**src/rtl/seg_scan_sequencer.sv**
```systemverilog
// Multiplexed 8-segment scan controller: for each digit, loads its byte into driver74hc164,
// waits for the driver's done edge, lights the digit for a dwell slot, then blanks.
module seg_scan_sequencer #(
  parameter int NUM_DIGITS     = 4,
  parameter int DWELL_CYCLES   = 1000,
  parameter int BLANK_CYCLES   = 2,
  parameter int TIMEOUT_CYCLES = 64
) (
  input  logic                    clk,
  input  logic                    rst,
  input  logic                    en,
  input  logic [8*NUM_DIGITS-1:0] digits,
  output logic [7:0]              drv_data,
  output logic                    drv_shift,
  output logic                    drv_en,
  input  logic                    drv_done,
  output logic [NUM_DIGITS-1:0]   dig_sel,
  output logic                    frame_done,
  output logic                    err
);

  localparam int CNT_MAX_DB = (DWELL_CYCLES > BLANK_CYCLES) ? DWELL_CYCLES : BLANK_CYCLES;
  localparam int CNT_MAX    = (CNT_MAX_DB > TIMEOUT_CYCLES) ? CNT_MAX_DB : TIMEOUT_CYCLES;
  localparam int CW         = (CNT_MAX > 1) ? $clog2(CNT_MAX) : 1;
  localparam int IW         = $clog2(NUM_DIGITS);

  localparam logic [CW-1:0] DWELL_LAST   = CW'(DWELL_CYCLES - 1);
  localparam logic [CW-1:0] BLANK_LAST   = CW'(BLANK_CYCLES - 1);
  localparam logic [CW-1:0] TIMEOUT_LAST = CW'(TIMEOUT_CYCLES - 1);
  localparam logic [IW-1:0] IDX_LAST     = IW'(NUM_DIGITS - 1);

  typedef enum logic [2:0] {
    IDLE,
    LOAD,
    SHIFT,
    WAIT_DONE,
    DWELL,
    BLANK
  } state_t;

  state_t                  state;
  state_t                  next_state;
  logic [CW-1:0]           cnt;
  logic [IW-1:0]           idx;
  logic [8*NUM_DIGITS-1:0] snapshot;
  logic                    done_q;

  logic                    completion;
  logic                    timeout;
  logic                    blank_exit;
  logic [7:0]              load_byte;
  logic [NUM_DIGITS-1:0]   idx_onehot;

  // NOTE: every signal gets a default before the case so no path leaves it unassigned (no latch).
  always_comb begin
    next_state = state;
    completion = drv_done & ~done_q;
    timeout    = 1'b0;
    blank_exit = 1'b0;
    load_byte  = (idx == '0) ? digits[7:0] : snapshot[{idx, 3'b000} +: 8];
    idx_onehot = NUM_DIGITS'(1) << idx;
    case (state)
      IDLE:      if (en) next_state = LOAD;
      LOAD:      next_state = SHIFT;
      SHIFT:     next_state = WAIT_DONE;
      WAIT_DONE: begin
        // A done edge in the final wait cycle still counts as completion.
        if (completion) begin
          next_state = DWELL;
        end else if (cnt == TIMEOUT_LAST) begin
          timeout    = 1'b1;
          next_state = BLANK;
        end
      end
      DWELL:     if (cnt == DWELL_LAST) next_state = BLANK;
      BLANK: begin
        if (cnt == BLANK_LAST) begin
          blank_exit = 1'b1;
          next_state = en ? LOAD : IDLE;
        end
      end
      default:   next_state = IDLE;
    endcase
  end

  // NOTE: sequential state uses non-blocking assignments so all registers update from pre-edge values.
  always_ff @(posedge clk) begin
    if (rst) state <= IDLE;
    else     state <= next_state;
  end

  // Outputs are registered from next_state so they line up with the state they describe.
  always_ff @(posedge clk) begin
    if (rst) begin
      cnt        <= '0;
      idx        <= '0;
      // NOTE: the frame snapshot is reset too, so a frame never shows stale data after rst.
      snapshot   <= '0;
      done_q     <= 1'b0;
      drv_data   <= 8'h00;
      drv_shift  <= 1'b0;
      drv_en     <= 1'b0;
      dig_sel    <= '0;
      frame_done <= 1'b0;
      err        <= 1'b0;
    end else begin
      done_q     <= drv_done;
      cnt        <= (next_state != state || state == IDLE) ? '0 : cnt + 1'b1;
      drv_en     <= (next_state != IDLE);
      drv_shift  <= (next_state == SHIFT);
      dig_sel    <= (next_state == DWELL) ? idx_onehot : '0;
      frame_done <= blank_exit && (idx == IDX_LAST);
      if (timeout) err <= 1'b1;

      // Snapshot at the start of each frame so a mid-frame update cannot tear the display.
      if (state == LOAD) begin
        if (idx == '0) snapshot <= digits;
        drv_data <= load_byte;
      end else if (next_state == IDLE) begin
        drv_data <= 8'h00;
      end

      if (blank_exit) idx <= (idx == IDX_LAST || !en) ? '0 : idx + 1'b1;
    end
  end

endmodule

```
**config.mk**
```make
export PLATFORM = sky130hd
export DESIGN_NAME = seg_scan_sequencer
export DESIGN_NICKNAME = d
export VERILOG_FILES = /design/src/rtl/seg_scan_sequencer.sv
export SDC_FILE = /design/constraint.sdc
export NUM_CORES = 1
export LEC_CHECK = 0
export CAP_MARGIN = 20
export CORE_AREA = 10 10 104 106
export CTS_BUF_LIST = sky130_fd_sc_hd__clkbuf_2 sky130_fd_sc_hd__clkbuf_4 sky130_fd_sc_hd__clkbuf_8
export DETAILED_ROUTE_END_ITERATION = 10
export DIE_AREA = 0 0 114 116
export SYNTH_ARGS = -nofsm -noshare
export SYNTH_HDL_FRONTEND = slang
export SYNTH_SLANG_ARGS = --single-unit
```
**constraint.sdc**
```tcl
create_clock -name clk -period 2.4 [get_ports clk]
set_clock_uncertainty 0.05 [all_clocks]
set_input_delay 0.6 -clock clk [delete_from_list [all_inputs] [get_ports clk]]
set_output_delay 0.6 -clock clk [all_outputs]
set_load 0.005 [all_outputs]
```
==> results of run 1 <==
==> state kept, by name, indices dropped and copies added (netlist names) <==
signal,cells
drv_en,1
snapshot,32
done_q,1
frame_done,1
state,3
drv_data,8
drv_shift,1
idx,2
cnt,10
err,1
dig_sel,4
==> power by group through the flow <==
| stage | Sequential (mW) | Clock, mW | Combinational, mW |
|---|---|---|---|
| floorplan | 1.18 | 0 | 0.231 |
| detailed placement | 1.19 | 0 | 0.379 |
| finish | 1.17 | 0.869 | 0.378 |
| global route | 1.17 | 0.937 | 0.422 |
| CTS | 1.17 | 0.891 | 0.380 |
| global placement | 1.19 | 0 | 0.377 |
==> worst paths after layout <==
| path | end | slack, ns | cells past startpoint |
|---|---|---|---|
| setup / recovery | cnt[4]$_SDFF_PP0_ | 0.17 | 4 |
| hold reg to reg | snapshot[1]$_SDFFE_PP0P_ | 0.40 | 2 |
| hold / removal | snapshot[1]$_SDFFE_PP0P_ | 0.40 | 2 |
| setup reg to reg | cnt[4]$_SDFF_PP0_ | 0.17 | 4 |
==> through the flow <==
step / std cells / worst slack [ns] / power (mW) / setup TNS, ns
finish: 503 / 0.174 / 2.41 / 0
global route: 503 / 0.0877 / 2.53 / 0
CTS: 503 / 0.179 / 2.44 / 0
detailed placement: 488 / -0.00497 / 1.57 / -0.00497
global placement: 488 / 0.147 / 1.56 / 0
floorplan: 338 / 0.457 / 1.41 / 0
==> kinds of logic after synthesis <==
kind of cell,after synthesis,share of synthesized area (%)
adder cells (fa/ha/maj),4,1.68
flip-flops,64,42.9
multiplexers,17,9.38
AO/OA/AOI/OAI,75,16.1
XOR/XNOR,8,2.34
buffers and inverters,33,4.82
AND/OR/NAND/NOR,137,22.8
==> placed cells by master (no fill, tap or decap), types with 8 or more instances in the layout <==
cell type	count
dfxtp_1	64
mux4_2	8
a2111oi_0	10
a21oi_1	37
o211ai_1	17
nand3b_1	9
clkbuf_8	11
mux2_2	8
clkdlybuf4s50_1	50
inv_1	8
buf_4	15
nor3b_1	8
nand2_1	80
==> metal layers <==
| metal | up-vias | wire [µm] | share of wire (%) |
|---|---|---|---|
| met5 | - | 0 | 0 |
| met4 | 0 | 158 | 2.1 |
| met3 | 11 | 434 | 5.7 |
| met2 | 54 | 3530 | 47 |
| met1 | 1233 | 3440 | 45 |
| li1 | 1312 | - | - |
==> tightest hold or removal path, delay by kind of cell, from the launching register on <==
family,cells,cell delay [ns]
AO/OA/AOI/OAI,1,0.05
flip-flops,1,0.31
AND/OR/NAND/NOR,1,0.05
==> layout make-up <==
type,count,area [µm²]
multi-input combinational,241,1560
tap,108,135
inverter,9,33.8
sequential,64,1280
timing repair buffer,66,618
fill,885,4870
clock buffer,15,181
==> results by group, run 1 <==
Power and ir drop
  • Flop pwr share: 48.3%
  • Pwr/cell area: between 600 and 700 nW/µm²
  • Combinational power share: between 10% and 20%
  • Peak VDD IR: 0.000266 V
  • Switching Share: between 20% and 30%
  • Leakage: roughly 1.3 nW
  • Clock share of power: about 36%
  • Internal: between 1.5 and 2 mW
  • Sw Pwr: 0.630 mW

Die
  • Core area: ~8700 µm²
  • Die area: around 13000 µm²
  • Die width: 114 µm
  • Io pins: 52
  • Die extent in y: 116 µm
  • Num rows: 34
  • Starting Density: between 30% and 40%

Worst setup path
  • Slowest stage delay, CP: around 0.53 ns
  • Delay-heaviest family, CP: simple AND/OR/NAND/NOR gates
  • CP Launch Point: cnt[3]$_SDFF_PP0_
  • CP Capture Type: flip-flop
  • Crit path DAT: around 2.4 ns
  • Buf+Inv Stages, Crit Path: 0
  • Worst setup SP type: flip-flop
  • Worst-path fanout max: 10
  • Slowest stage cell on the critical path: or4_4
  • CP Data Required Time: about 2.5 ns
  • Reg-to-Reg Start: cnt[3]$_SDFF_PP0_
  • Crit path kind: reg2reg
  • Worst-path cell chain: or4b_1 > or4_4 > o21ai_1 > a2111oi_0

Synth
  • Fraction of registers with async set/reset: 0%
  • Top FF cell, synth: dfxtp_1
  • Seq/Total Area, Yosys: between 40% and 50%
  • Commonest cells post-synth: nand2_1 (80), dfxtp_1 (64), a21oi_1 (37)
  • Yosys top cell by area: dfxtp_1
  • Avg Inst Size Synth: 8.84 µm²
  • Net Count, Synth: between 300 and 400
  • Post-synth EDFFs: 0
  • Mapped Cells: 338
  • Share of the synthesized area in the top cell type: between 40% and 50%
  • Ys Warns: 0
  • FF+latch count, synth: 64
  • Post-synth cell types: 42
  • Mapped cell area: between 2000 and 3000 µm²
  • Dominant cell by count in the synthesized netlist: nand2_1
  • Most area-consuming cells after synthesis: dfxtp_1 (43%), nand2_1 (10%), a21oi_1 (6.2%), mux4_2 (6.0%), o211ai_1 (4.3%)

Global route
  • Grt met2 use: 19.3%
  • Largest net degree at the start of global routing: 26
  • Met3 Usage GRT: under 10%
  • Initial antenna violation count: 0
  • Layer with the highest usage: met2
  • First-pass GRT wire length: ~13 mm
  • GRT Util Overall: ~12%
  • GRT met1 Usage: about 14%
  • Vias in the first global route: between 2000 and 3000
  • Grt ovf: 0

Drt
  • DR DRC count: 0
  • Via density: a little over 5
  • ANT nets after route: 0
  • DR WL/cell: around 15 µm
  • Initial DRC Count: 93
  • Via count: roughly 2600
  • Overall routed net length: roughly 7.6 mm
  • Drt first pass iters: 4

STA
  • Post-layout min period: 2.23 ns
  • Endpoints failing setup: 0
  • Hold slack: just over 0.4 ns
  • Slew @ Worst Pin: ~0.7 ns
  • Final period util: between 90% and 100%
  • Slew headroom: between 50% and 60%
  • RSZ-0062 raised after global routing: false
  • F_max: 449 MHz
  • Endpoints failing hold: 0
  • Fin. max-slew vios: 0

Layout
  • Finished Core Util: 43.9%
  • Post-route cell area: around 3800 µm²
  • Final nets: between 400 and 500
  • Antenna diodes: 0
  • Synth-to-layout area growth: 27.6%
  • Fraction of layout cells with a size suffix above 1: between 10% and 20%

Clock tree
  • Clock buffer depth: 2
  • H-Tree Depth: 3
  • CTS resizes: 0
  • Clock Sink Count: 64
  • Post-CTS Repair Setup Buffers: 0
  • CTS tree: yes
  • Root Buffer: clkbuf_8
  • CTS buffer count: 9
  • Hold buffer count at cts: 0
  • Reg clk slew, reported paths: approximately 0.07 ns
  • Clk_lat worst skew: 0.34 ns

Status
  • Status: finished clean

Hold path
  • Hold_sp: snapshot[1]$_SDFFE_PP0P_
  • Hold crit path type: reg2reg

Run
  • Max Cap Viol: 0

Place
  • RD Place Congestion: ~0.82
  • Placed Area: between 3000 and 4000 µm²
  • Port Buf Inserts: 51
  • Hpwl dp: between 5 and 6 mm
Note: power is estimated with default switching activity, not from simulation.
==> run 2: changes to the inputs <==
--- a/config.mk
+++ b/config.mk
@@ -10,6 +10,7 @@
 export CTS_BUF_LIST = sky130_fd_sc_hd__clkbuf_2 sky130_fd_sc_hd__clkbuf_4 sky130_fd_sc_hd__clkbuf_8
 export DETAILED_ROUTE_END_ITERATION = 10
 export DIE_AREA = 0 0 114 116
+export HOLD_SLACK_MARGIN = 0.05
 export SYNTH_ARGS = -nofsm -noshare
 export SYNTH_HDL_FRONTEND = slang
 export SYNTH_SLANG_ARGS = --single-unit
==> results of run 2 <==
No change in the layout: final DEF, timing and power equal those of run 1.
